[config.mk]
export PLATFORM = sky130hd
export DESIGN_NAME = shared_byte_arbiter_flat
export DESIGN_NICKNAME = d
export VERILOG_FILES = /design/src/rtl/shared_byte_arbiter_pkg.sv /design/src/rtl/shared_byte_arbiter_if.sv /design/src/rtl/shared_byte_arbiter_rr_pick.sv /design/src/rtl/shared_byte_arbiter.sv /design/src/flat_wrapper.sv
export SDC_FILE = /design/constraint.sdc
export NUM_CORES = 1
export LEC_CHECK = 0
export BUFFER_PORTS_ARGS = -buffer_cell sky130_fd_sc_hd__clkbuf_2
export CORE_MARGIN = 5
export CORE_UTILIZATION = 40
export CTS_CLUSTER_SIZE = 28
export DETAILED_ROUTE_END_ITERATION = 8
export PLACE_DENSITY = 0.76
export RECOVER_POWER = 100
export SETUP_SLACK_MARGIN = 0.5
export SLEW_MARGIN = 20
export SYNTH_ARGS = -nofsm -noshare
export SYNTH_HDL_FRONTEND = slang
export SYNTH_SLANG_ARGS = --single-unit
[constraint.sdc]
create_clock -name clk -period 2.2 [get_ports clk]
set_input_delay 0.33 -clock clk [delete_from_list [all_inputs] [get_ports clk]]
set_output_delay 0.33 -clock clk [all_outputs]
set_load 0.05 [all_outputs]
[src/rtl/shared_byte_arbiter_pkg.sv]
// shared_byte_pkg: operation/state encodings and saturation limits for shared_byte_arbiter
package shared_byte_pkg;
    typedef enum logic [1:0] {OP_READ = 2'd0, OP_WRITE = 2'd1, OP_ADD = 2'd2} op_e;
    typedef enum logic [1:0] {IDLE, EXEC, RESP} state_e;
    localparam logic signed [7:0] SAT_MAX = 8'sd127;
    localparam logic signed [7:0] SAT_MIN = -8'sd128;
endpackage

[src/rtl/shared_byte_arbiter_if.sv]
// shared_byte_arbiter_if: requester request bundle plus the common response channel
interface shared_byte_arbiter_if #(
    parameter int NUM_REQ = 4,
    parameter int ID_W    = $clog2(NUM_REQ)
);
    logic [NUM_REQ-1:0]      req_valid;
    logic [NUM_REQ-1:0]      req_ready;
    logic [NUM_REQ-1:0][1:0] req_op;
    logic [NUM_REQ-1:0][1:0] req_mask;
    logic [NUM_REQ-1:0][7:0] req_data;
    logic                    resp_valid;
    logic                    resp_ready;
    logic [ID_W-1:0]         resp_id;
    logic signed [7:0]       resp_data;
    logic                    resp_sat;
    modport master (
        output req_valid, req_op, req_mask, req_data, resp_ready,
        input  req_ready, resp_valid, resp_id, resp_data, resp_sat
    );
    modport slave (
        input  req_valid, req_op, req_mask, req_data, resp_ready,
        output req_ready, resp_valid, resp_id, resp_data, resp_sat
    );
endinterface

[src/rtl/shared_byte_arbiter_rr_pick.sv]
// rr_pick: first set request at or after ptr, wrapping modulo NUM_REQ
module rr_pick #(
    parameter int NUM_REQ = 4,
    parameter int ID_W    = $clog2(NUM_REQ)
) (
    input  logic [NUM_REQ-1:0] req,
    input  logic [ID_W-1:0]    ptr,
    output logic               found,
    output logic [ID_W-1:0]    idx
);
    logic [ID_W-1:0] j;
    // scan farthest offset first so the nearest hit overwrites
    always_comb begin
        idx = '0;
        j = '0;
        for (int i = NUM_REQ - 1; i >= 0; i--) begin
            j = ID_W'((int'(ptr) + i) % NUM_REQ);
            if (req[j]) idx = j;
        end
    end
    assign found = |req;
endmodule

[src/rtl/shared_byte_arbiter.sv]
// shared_byte_arbiter: round-robin serialiser of read/lane-write/saturating-add ops on one shared signed byte
module shared_byte_arbiter
    import shared_byte_pkg::*;
#(
    parameter int NUM_REQ = 4,
    parameter int ID_W    = $clog2(NUM_REQ)
) (
    input  logic              clk,
    input  logic              rst_n,
    shared_byte_arbiter_if.slave bus,
    output logic signed [7:0] reg_q
);
    state_e            state;
    logic [ID_W-1:0]   ptr, win, lat_id;
    logic              found, sat;
    op_e               lat_op;
    logic [1:0]        lat_mask;
    logic signed [7:0] lat_data, wr_res, add_res, nxt;
    logic signed [8:0] sum;
    rr_pick #(.NUM_REQ(NUM_REQ), .ID_W(ID_W)) u_pick (
        .req(bus.req_valid), .ptr(ptr), .found(found), .idx(win)
    );
    assign bus.req_ready = (rst_n && state == IDLE && found) ? NUM_REQ'(1) << win : '0;
    assign sum = {lat_data[7], lat_data} + {reg_q[7], reg_q};
    assign sat = sum[8] != sum[7];
    assign add_res = sat ? (sum[8] ? SAT_MIN : SAT_MAX) : sum[7:0];
    assign wr_res = {lat_mask[1] ? lat_data[7:4] : reg_q[7:4], lat_mask[0] ? lat_data[3:0] : reg_q[3:0]};
    assign nxt = lat_op == OP_WRITE ? wr_res : lat_op == OP_ADD ? add_res : reg_q;
    always_ff @(posedge clk or negedge rst_n)
        if (!rst_n) begin
            state          <= IDLE;
            ptr            <= '0;
            reg_q          <= '0;
            lat_id         <= '0;
            lat_op         <= OP_READ;
            lat_mask       <= '0;
            lat_data       <= '0;
            bus.resp_valid <= 1'b0;
            bus.resp_id    <= '0;
            bus.resp_data  <= '0;
            bus.resp_sat   <= 1'b0;
        end else
            case (state)
                IDLE: if (found) begin
                    lat_id   <= win;
                    lat_op   <= bus.req_op[win] == 2'd3 ? OP_READ : op_e'(bus.req_op[win]);
                    lat_mask <= bus.req_mask[win];
                    lat_data <= bus.req_data[win];
                    ptr      <= win == ID_W'(NUM_REQ - 1) ? '0 : win + ID_W'(1);
                    state    <= EXEC;
                end
                EXEC: begin
                    reg_q          <= nxt;
                    bus.resp_data  <= nxt;
                    bus.resp_sat   <= lat_op == OP_ADD && sat;
                    bus.resp_id    <= lat_id;
                    bus.resp_valid <= 1'b1;
                    state          <= RESP;
                end
                RESP: if (bus.resp_ready) begin
                    bus.resp_valid <= 1'b0;
                    state          <= IDLE;
                end
                default: state <= IDLE;
            endcase
endmodule
[src/flat_wrapper.sv]
// flat-port wrapper written by rule: the top's interface ports become plain ports
module shared_byte_arbiter_flat import shared_byte_pkg::*;
#(
    parameter int NUM_REQ = 4,
    parameter int ID_W    = $clog2(NUM_REQ)
)
  (clk, rst_n, reg_q, bus_req_valid, bus_req_op, bus_req_mask, bus_req_data, bus_resp_ready, bus_req_ready, bus_resp_valid, bus_resp_id, bus_resp_data, bus_resp_sat);
  shared_byte_arbiter_if #(.NUM_REQ(NUM_REQ), .ID_W(ID_W)) bus_i ();
  input  logic clk;
  input  logic rst_n;
  output logic signed [7:0] reg_q;
  input wire logic [$bits(bus_i.req_valid)-1:0] bus_req_valid;
  input wire logic [$bits(bus_i.req_op)-1:0] bus_req_op;
  input wire logic [$bits(bus_i.req_mask)-1:0] bus_req_mask;
  input wire logic [$bits(bus_i.req_data)-1:0] bus_req_data;
  input wire logic [$bits(bus_i.resp_ready)-1:0] bus_resp_ready;
  output wire logic [$bits(bus_i.req_ready)-1:0] bus_req_ready;
  output wire logic [$bits(bus_i.resp_valid)-1:0] bus_resp_valid;
  output wire logic [$bits(bus_i.resp_id)-1:0] bus_resp_id;
  output wire logic [$bits(bus_i.resp_data)-1:0] bus_resp_data;
  output wire logic [$bits(bus_i.resp_sat)-1:0] bus_resp_sat;
  assign bus_i.req_valid = bus_req_valid;
  assign bus_i.req_op = bus_req_op;
  assign bus_i.req_mask = bus_req_mask;
  assign bus_i.req_data = bus_req_data;
  assign bus_i.resp_ready = bus_resp_ready;
  assign bus_req_ready = bus_i.req_ready;
  assign bus_resp_valid = bus_i.resp_valid;
  assign bus_resp_id = bus_i.resp_id;
  assign bus_resp_data = bus_i.resp_data;
  assign bus_resp_sat = bus_i.resp_sat;
  shared_byte_arbiter #(.NUM_REQ(NUM_REQ), .ID_W(ID_W)) u_core (.clk(clk), .rst_n(rst_n), .bus(bus_i), .reg_q(reg_q));
endmodule
**Yosys cells after proc, flatten, opt, wreduce, memory -nomap -nowiden**

Cells that the tools add are included.

- Add/sub/neg operators: 5
- Magnitude comparators: 5
- Equal/unequal tests: 11
- Shift operators: 1
- Muxes and demuxes: 32
- Reductions and logical operators: 12

Operators by type and width:

| cell | number |
|---|---|
| 2-to-1 mux 8 bit | 5 |
| 2-to-1 mux 2 bit | 10 |
| binary-select mux 8 bit (select 2 bit) | 1 |
| less-than comparator 2 x 3 -> 1 bit (second input constant) | 5 |
| 2-to-1 mux 4 bit | 3 |
| adder 8 x 8 -> 9 bit | 1 |
| binary-select mux 1 bit (select 2 bit) | 4 |
| binary-select mux 2 bit (select 2 bit) | 2 |
| equality test 2 bit (second input constant) | 4 |
| inequality test 2 x 1 -> 1 bit (second input constant) | 3 |
| one-hot mux 2 bit (3 select lines) | 1 |
| AND reduction 2 bit | 3 |
| AND reduction 3 bit | 2 |
| 2-to-1 mux 1 bit | 5 |
| adder 2 x 1 -> 2 bit (second input constant) | 2 |
| adder 2 bit (second input constant) | 2 |
| equality test 2 x 1 -> 1 bit (second input constant) | 2 |
| nonzero test 2 bit | 2 |
| OR reduction 4 bit | 1 |
| left shift 1 x 2 -> 4 bit (first input constant) | 1 |
| logical AND 1 bit | 3 |
| zero test 2 bit | 1 |
| inequality test 2 bit (second input constant) | 1 |
| one-hot mux 1 bit (2 select lines) | 1 |
| inequality test 1 bit | 1 |

- Bits in registers: 30
- Input port bits: 55
- Output and inout bits: 24
- Word-level logic and storage cells: 77

**Depth between registers and ports, before layout**

- Word-level depth: 11
- Mapped depth: 8
- Depth with buffers taken out: 8

**Cells and area by module**

A second synthesis with hierarchy kept.

- Cells, all modules: 208
- Area total of the unflattened synthesis: 2228.4 sq um

By module, submodules not included:

| module | instances | cells each | area each (sq um) | seq. area each (sq um) |
|---|---|---|---|---|
| shared_byte_arbiter | 1 | 195 | 2150.8 | 750.7 |
| rr_pick | 1 | 13 | 77.6 | 0.0 |

**Worst setup path after synthesis**

Ideal clock, no wire load.

- Kind: reg-to-reg
- From: register u_core.reg_q[0]
- To: register u_core.reg_q[7]
- Setup time: 0.125 ns
- Data arrival time: 2.400 ns
- Data required time: 2.075 ns
- Path slack: -0.325 ns
- Cell stages (with the launch flop): 9
- Path buffers: 0
- Clock period less this slack: 2.525 ns
- Cells stage by stage: dfrtp_1 -> ha_1 -> inv_1 -> fa_1 -> and2b_1 -> o2111ai_1 -> a31oi_2 -> o21ai_0 -> mux2_2

- Cells in the longest elaborated chain, start to end: 5
- Elaborated cells on any way between the ends: 6
- Classes of those cells: add/sub: 1; eq/ne: 1; mux: 4

RTL lines:

| what | line | text |
|---|---|---|
| start, declared | shared_byte_arbiter.sv:11 | `output logic signed [7:0] reg_q` |
| start signal, assigned | shared_byte_arbiter.sv:53 | `reg_q <= nxt;` |
| adder 8 x 8 -> 9 bit (*) | shared_byte_arbiter.sv:24 | `assign sum = {lat_data[7], lat_data} + {reg_q[7], reg_q};` |
| 2-to-1 mux 8 bit or inequality test 1 bit (tied branches) | shared_byte_arbiter.sv:26, shared_byte_arbiter.sv:25 |  |
| 2-to-1 mux 8 bit (*) | shared_byte_arbiter.sv:26 | `assign add_res = sat ? (sum[8] ? SAT_MIN : SAT_MAX) : sum[7:0];` |
| 2-to-1 mux 8 bit (*) (2 in series) | shared_byte_arbiter.sv:28 | `assign nxt = lat_op == OP_WRITE ? wr_res : lat_op == OP_ADD ? add_res : reg_q;` |

Mark *: on every way between the ends. The rest lies on a longest branch, timed or not. The select of a mux whose other input is x is not followed.
A chain may end at the register's enable or synchronous reset.

**Worst setup path after layout**

- From: register u_core.ptr[1]
- To: output bus_req_ready[0]

- Cells in the longest elaborated chain, start to end: 9
- Elaborated cells on any way between the ends: 17
- Classes of those cells: add/sub: 3; shift: 1; mux: 13

RTL lines:

| what | line | text |
|---|---|---|
| start, declared | shared_byte_arbiter.sv:14 | `logic [ID_W-1:0] ptr, win, lat_id;` |
| start signal, assigned | shared_byte_arbiter.sv:49 | `ptr <= win == ID_W'(NUM_REQ - 1) ? '0 : win + ID_W'(1);` |
| adder 2 bit | shared_byte_arbiter_rr_pick.sv:17 | `j = ID_W'((int'(ptr) + i) % NUM_REQ);` |
| binary-select mux 1 bit (select 2 bit) | shared_byte_arbiter_rr_pick.sv:18 | `if (req[j]) idx = j;` |
| 2-to-1 mux 1 bit (not written as such) | shared_byte_arbiter_rr_pick.sv:18 |  |
| 2-to-1 mux 2 bit (3 in series) | shared_byte_arbiter_rr_pick.sv:18 |  |
| 2-to-1 mux 2 bit (*) | shared_byte_arbiter_rr_pick.sv:18 |  |
| left shift 1 x 2 -> 4 bit (*) | shared_byte_arbiter.sv:23 | `assign bus.req_ready = (rst_n && state == IDLE && found) ? NUM_REQ'(1) << win : '0;` |
| 2-to-1 mux 4 bit (*) | shared_byte_arbiter.sv:23 |  |
| end, declared | flat_wrapper.sv:17 | `output wire logic [$bits(bus_i.req_ready)-1:0] bus_req_ready;` |

Marks and branches as above.

==> impl_metrics.json <==
{
  "outcome": "finished, violations left",
  "violations": "setup timing",
  "drtPass1Iterations": 4,
  "ys.flop_type": "dfrtp_1",
  "htree_levels": 2,
  "core_region_area_um2": 5510,
  "via_count": 2276,
  "vdd_drop_max_uv": 970,
  "routedWlPerCell_um": 17.8,
  "cap_violations": 0,
  "drcViolationCount": 0,
  "avgSynthCellArea_um2": 9.52,
  "dieArea_um2": 7270,
  "finClkSkew_ps": 6.33,
  "die_h_um": 85.2,
  "synth_cells": 238,
  "cts_buffer_depth": 2,
  "seqCellArea_um2": 753,
  "path_common_cell": "buf_6",
  "start_util_pct": 41.1,
  "placed_cell_area_um2": 2840,
  "netlist_area_um2": 2260,
  "async_flop_share_pct": 100,
  "hold_violations": 0,
  "cpPeakStageDelay_ps": 430,
  "seq_area_frac_synth_pct": 33.1,
  "ios": 79,
  "p_per_area_nw_per_um2": 1740,
  "max_slew_margin_pct": 63.9,
  "finalNonFillerCells": 418,
  "clk_pin_slew_worst_paths_ps": 70,
  "synth_edf_count": 0,
  "num_antenna_cells": 0,
  "viasPerCell": 5.44,
  "cts_tree": "done",
  "critical_path.slowest_cell": "dfrtp_1",
  "synth_cell_type_count": 56,
  "setup_ws_ps": -111,
  "cts_made_buffers": 5,
  "worst_slew_pin_slew_ps": 539,
  "wl_um": 7430,
  "numClockSinks": 30,
  "slew_viol_final": 0,
  "hp-class": "primary input to async pin",
  "whs_ps": 209,
  "fin_area_um2": 3650,
  "gr-total-overflow": 0,
  "drive_above_1_share_pct": 54.3,
  "grt_pass1_vias": 2347,
  "grt_pass1_wl_um": 11400,
  "fillers": 404,
  "ys_warn_count": 0,
  "endpoint_kind": "output pin",
  "finalCritPeriodShare_pct": 105,
  "rr_worst_depth": 13,
  "areaGrowthSynthToFinish_pct": 61.0,
  "startpoint_type": "register",
  "synth_nets": 306,
  "fmax_mhz": 433,
  "grt_usage_pct": 19.4,
  "antenna_found_initial": 0,
  "die_w_um": 85.2,
  "path_class": "register to output pin",
  "clk_latency_ps": 280,
  "multi_input_area_um2": 1750,
  "rows": 27,
  "final-setup-viol-count": 9,
  "dp_hpwl_um": 4550,
  "ys_ff_latch": 30,
  "fin_nets": 413,
  "antenna_left": 0,
  "root_buffer": "clkbuf_8",
  "crit_chain": "mux2_4 > o221ai_4 > buf_6 > buf_6 > ha_4 > and3_4 > buf_12",
  "cp_max_fo": 4,
  "dp.cells": 378,
  "arrival_ps": 1980,
  "leakagePower_uw": 0.00165,
  "fin_crit_ps": 2310,
  "rsz0062_at_grt": "yes",
  "io_buffers": 78,
  "initialDrtViolationCount": 147,
  "crit_required_ps": 1870,
  "place_congestion": 0.871,
  "grt_max_degree": 21
}
## critical path: cells and delay by family, from the launching register on
family / cells / cell delay [ps]
adder cells (fa/ha/maj): 1 / 110
AND/OR/NAND/NOR: 1 / 190
flip-flops: 1 / 430
buffers and inverters: 3 / 390
AO/OA/AOI/OAI: 1 / 240
multiplexers: 1 / 340
## report_power, final
part           internal, uW  switching (uW)
clock                   219             214
combinational          2070            2710
sequential              827             293
total                  3120            3220
## path summary, 6_finish.rpt
| check | start | to | slack, ps |
|---|---|---|---|
| max | u_core.ptr[1]$_DFFE_PN0P_ | bus_req_ready[0] | -110 |
| min | rst_n | u_core.state[1]$_DFFE_PN0P_ | 210 |
| max reg2reg | u_core.ptr[1]$_DFFE_PN0P_ | u_core.lat_op[0]$_DFFE_PN0P_ | -30 |
| min reg2reg | u_core.lat_id[0]$_DFFE_PN0P_ | u_core.lat_id[0]$_DFFE_PN0P_ | 490 |
| max in group asynchronous | rst_n | u_core.reg_q[7]$_DFFE_PN0P_ | 1100 |
| min in group clk | bus_resp_ready | u_core.state[1]$_DFFE_PN0P_ | 250 |
## sequential cells by signal, indices dropped and copies added (netlist names)
register               flops
u_core.lat_data            8
u_core.lat_id              2
u_core.reg_q               8
u_core.lat_mask            2
u_core.bus.resp_valid      1
u_core.ptr                 2
u_core.bus.resp_sat        1
u_core.lat_op              2
u_core.bus.resp_id         2
u_core.state               2
## area by class of cell
cell class | instances | share of cell area (%)
Tap cell | 72 | 2.47
Clock inverter | 2 | 0.275
Timing Repair Buffer | 117 | 24.9
Multi-Input combinational cell | 175 | 47.9
Sequential cell | 30 | 20.7
Clock buffer | 6 | 1.99
Inverter | 16 | 1.78
## routing by layer
layer	routed length [um]	global-route usage (%)	part of all wire, %	vias up
met5	0	0	0	-
met4	61	5.04	0.82	0
met3	563	4.76	7.6	6
met2	3770	33.4	51	100
met1	3040	24.2	41	1090
li1	-	-	-	1080
## stage by stage
stage	TNS, ps	worst slack (ps)	total power [uW]	util [%]
floorplan	-81.0	-29.2	3900	-
global placement	0	75.4	4480	51.5
detailed placement	0	18.8	4550	51.5
CTS	-140	-44.4	5960	62.9
global route	-1100	-155	6720	66.2
finish	-407	-111	6330	66.2
## kinds of logic (layout without fill, tap and decap cells)
| kind of cell | Yosys count | in the layout | share of synthesized area [%] |
|---|---|---|---|
| xor+xnor | 5 | 5 | 1.93 |
| compound gates | 61 | 62 | 21.0 |
| flops | 30 | 30 | 33.1 |
| simple gates | 66 | 66 | 15.0 |
| fa+ha+maj | 13 | 13 | 7.51 |
| mux | 29 | 29 | 13.0 |
| buf+inv | 34 | 141 | 8.34 |
## cells in the mapped netlist, types with 6 or more instances
master / number / share of area [%]
inv_1: 15 / 2.5
nand2b_1: 9 / 2.5
a31oi_1: 6 / 1.7
buf_4: 8 / 2.7
dfrtp_1: 30 / 33
mux2i_1: 25 / 11
nand2_1: 29 / 4.8
ha_1: 12 / 6.6
o21ai_0: 11 / 2.4
a21oi_1: 6 / 1.3
o221ai_1: 12 / 4.6
## layout by cell type (no fill, tap or decap), types with 4 or more instances in the layout
cell       n
clkbuf_2  74
nand2_1   29
dfrtp_1   28
mux2i_1   20
buf_4     16
buf_6     15
inv_1     13
ha_4      10
o221ai_1   9
nand2b_1   8
o21ai_0    8
a21oi_1    5
clkbuf_8   5
buf_12     5
and3_4     4
mux2i_4    4
a31oi_4    4
a31oi_1    4
## timing repair
item	in CTS	in global routing
gates resized for setup	44	29
buffers inserted	22	5
endpoints found under the setup margin	25	25
hold endpoints to repair	10	0
pin swaps	18	19
gates cloned	4	0
hold buffers	1	0
No activity file was read; power rests on OpenSTA's default activity.
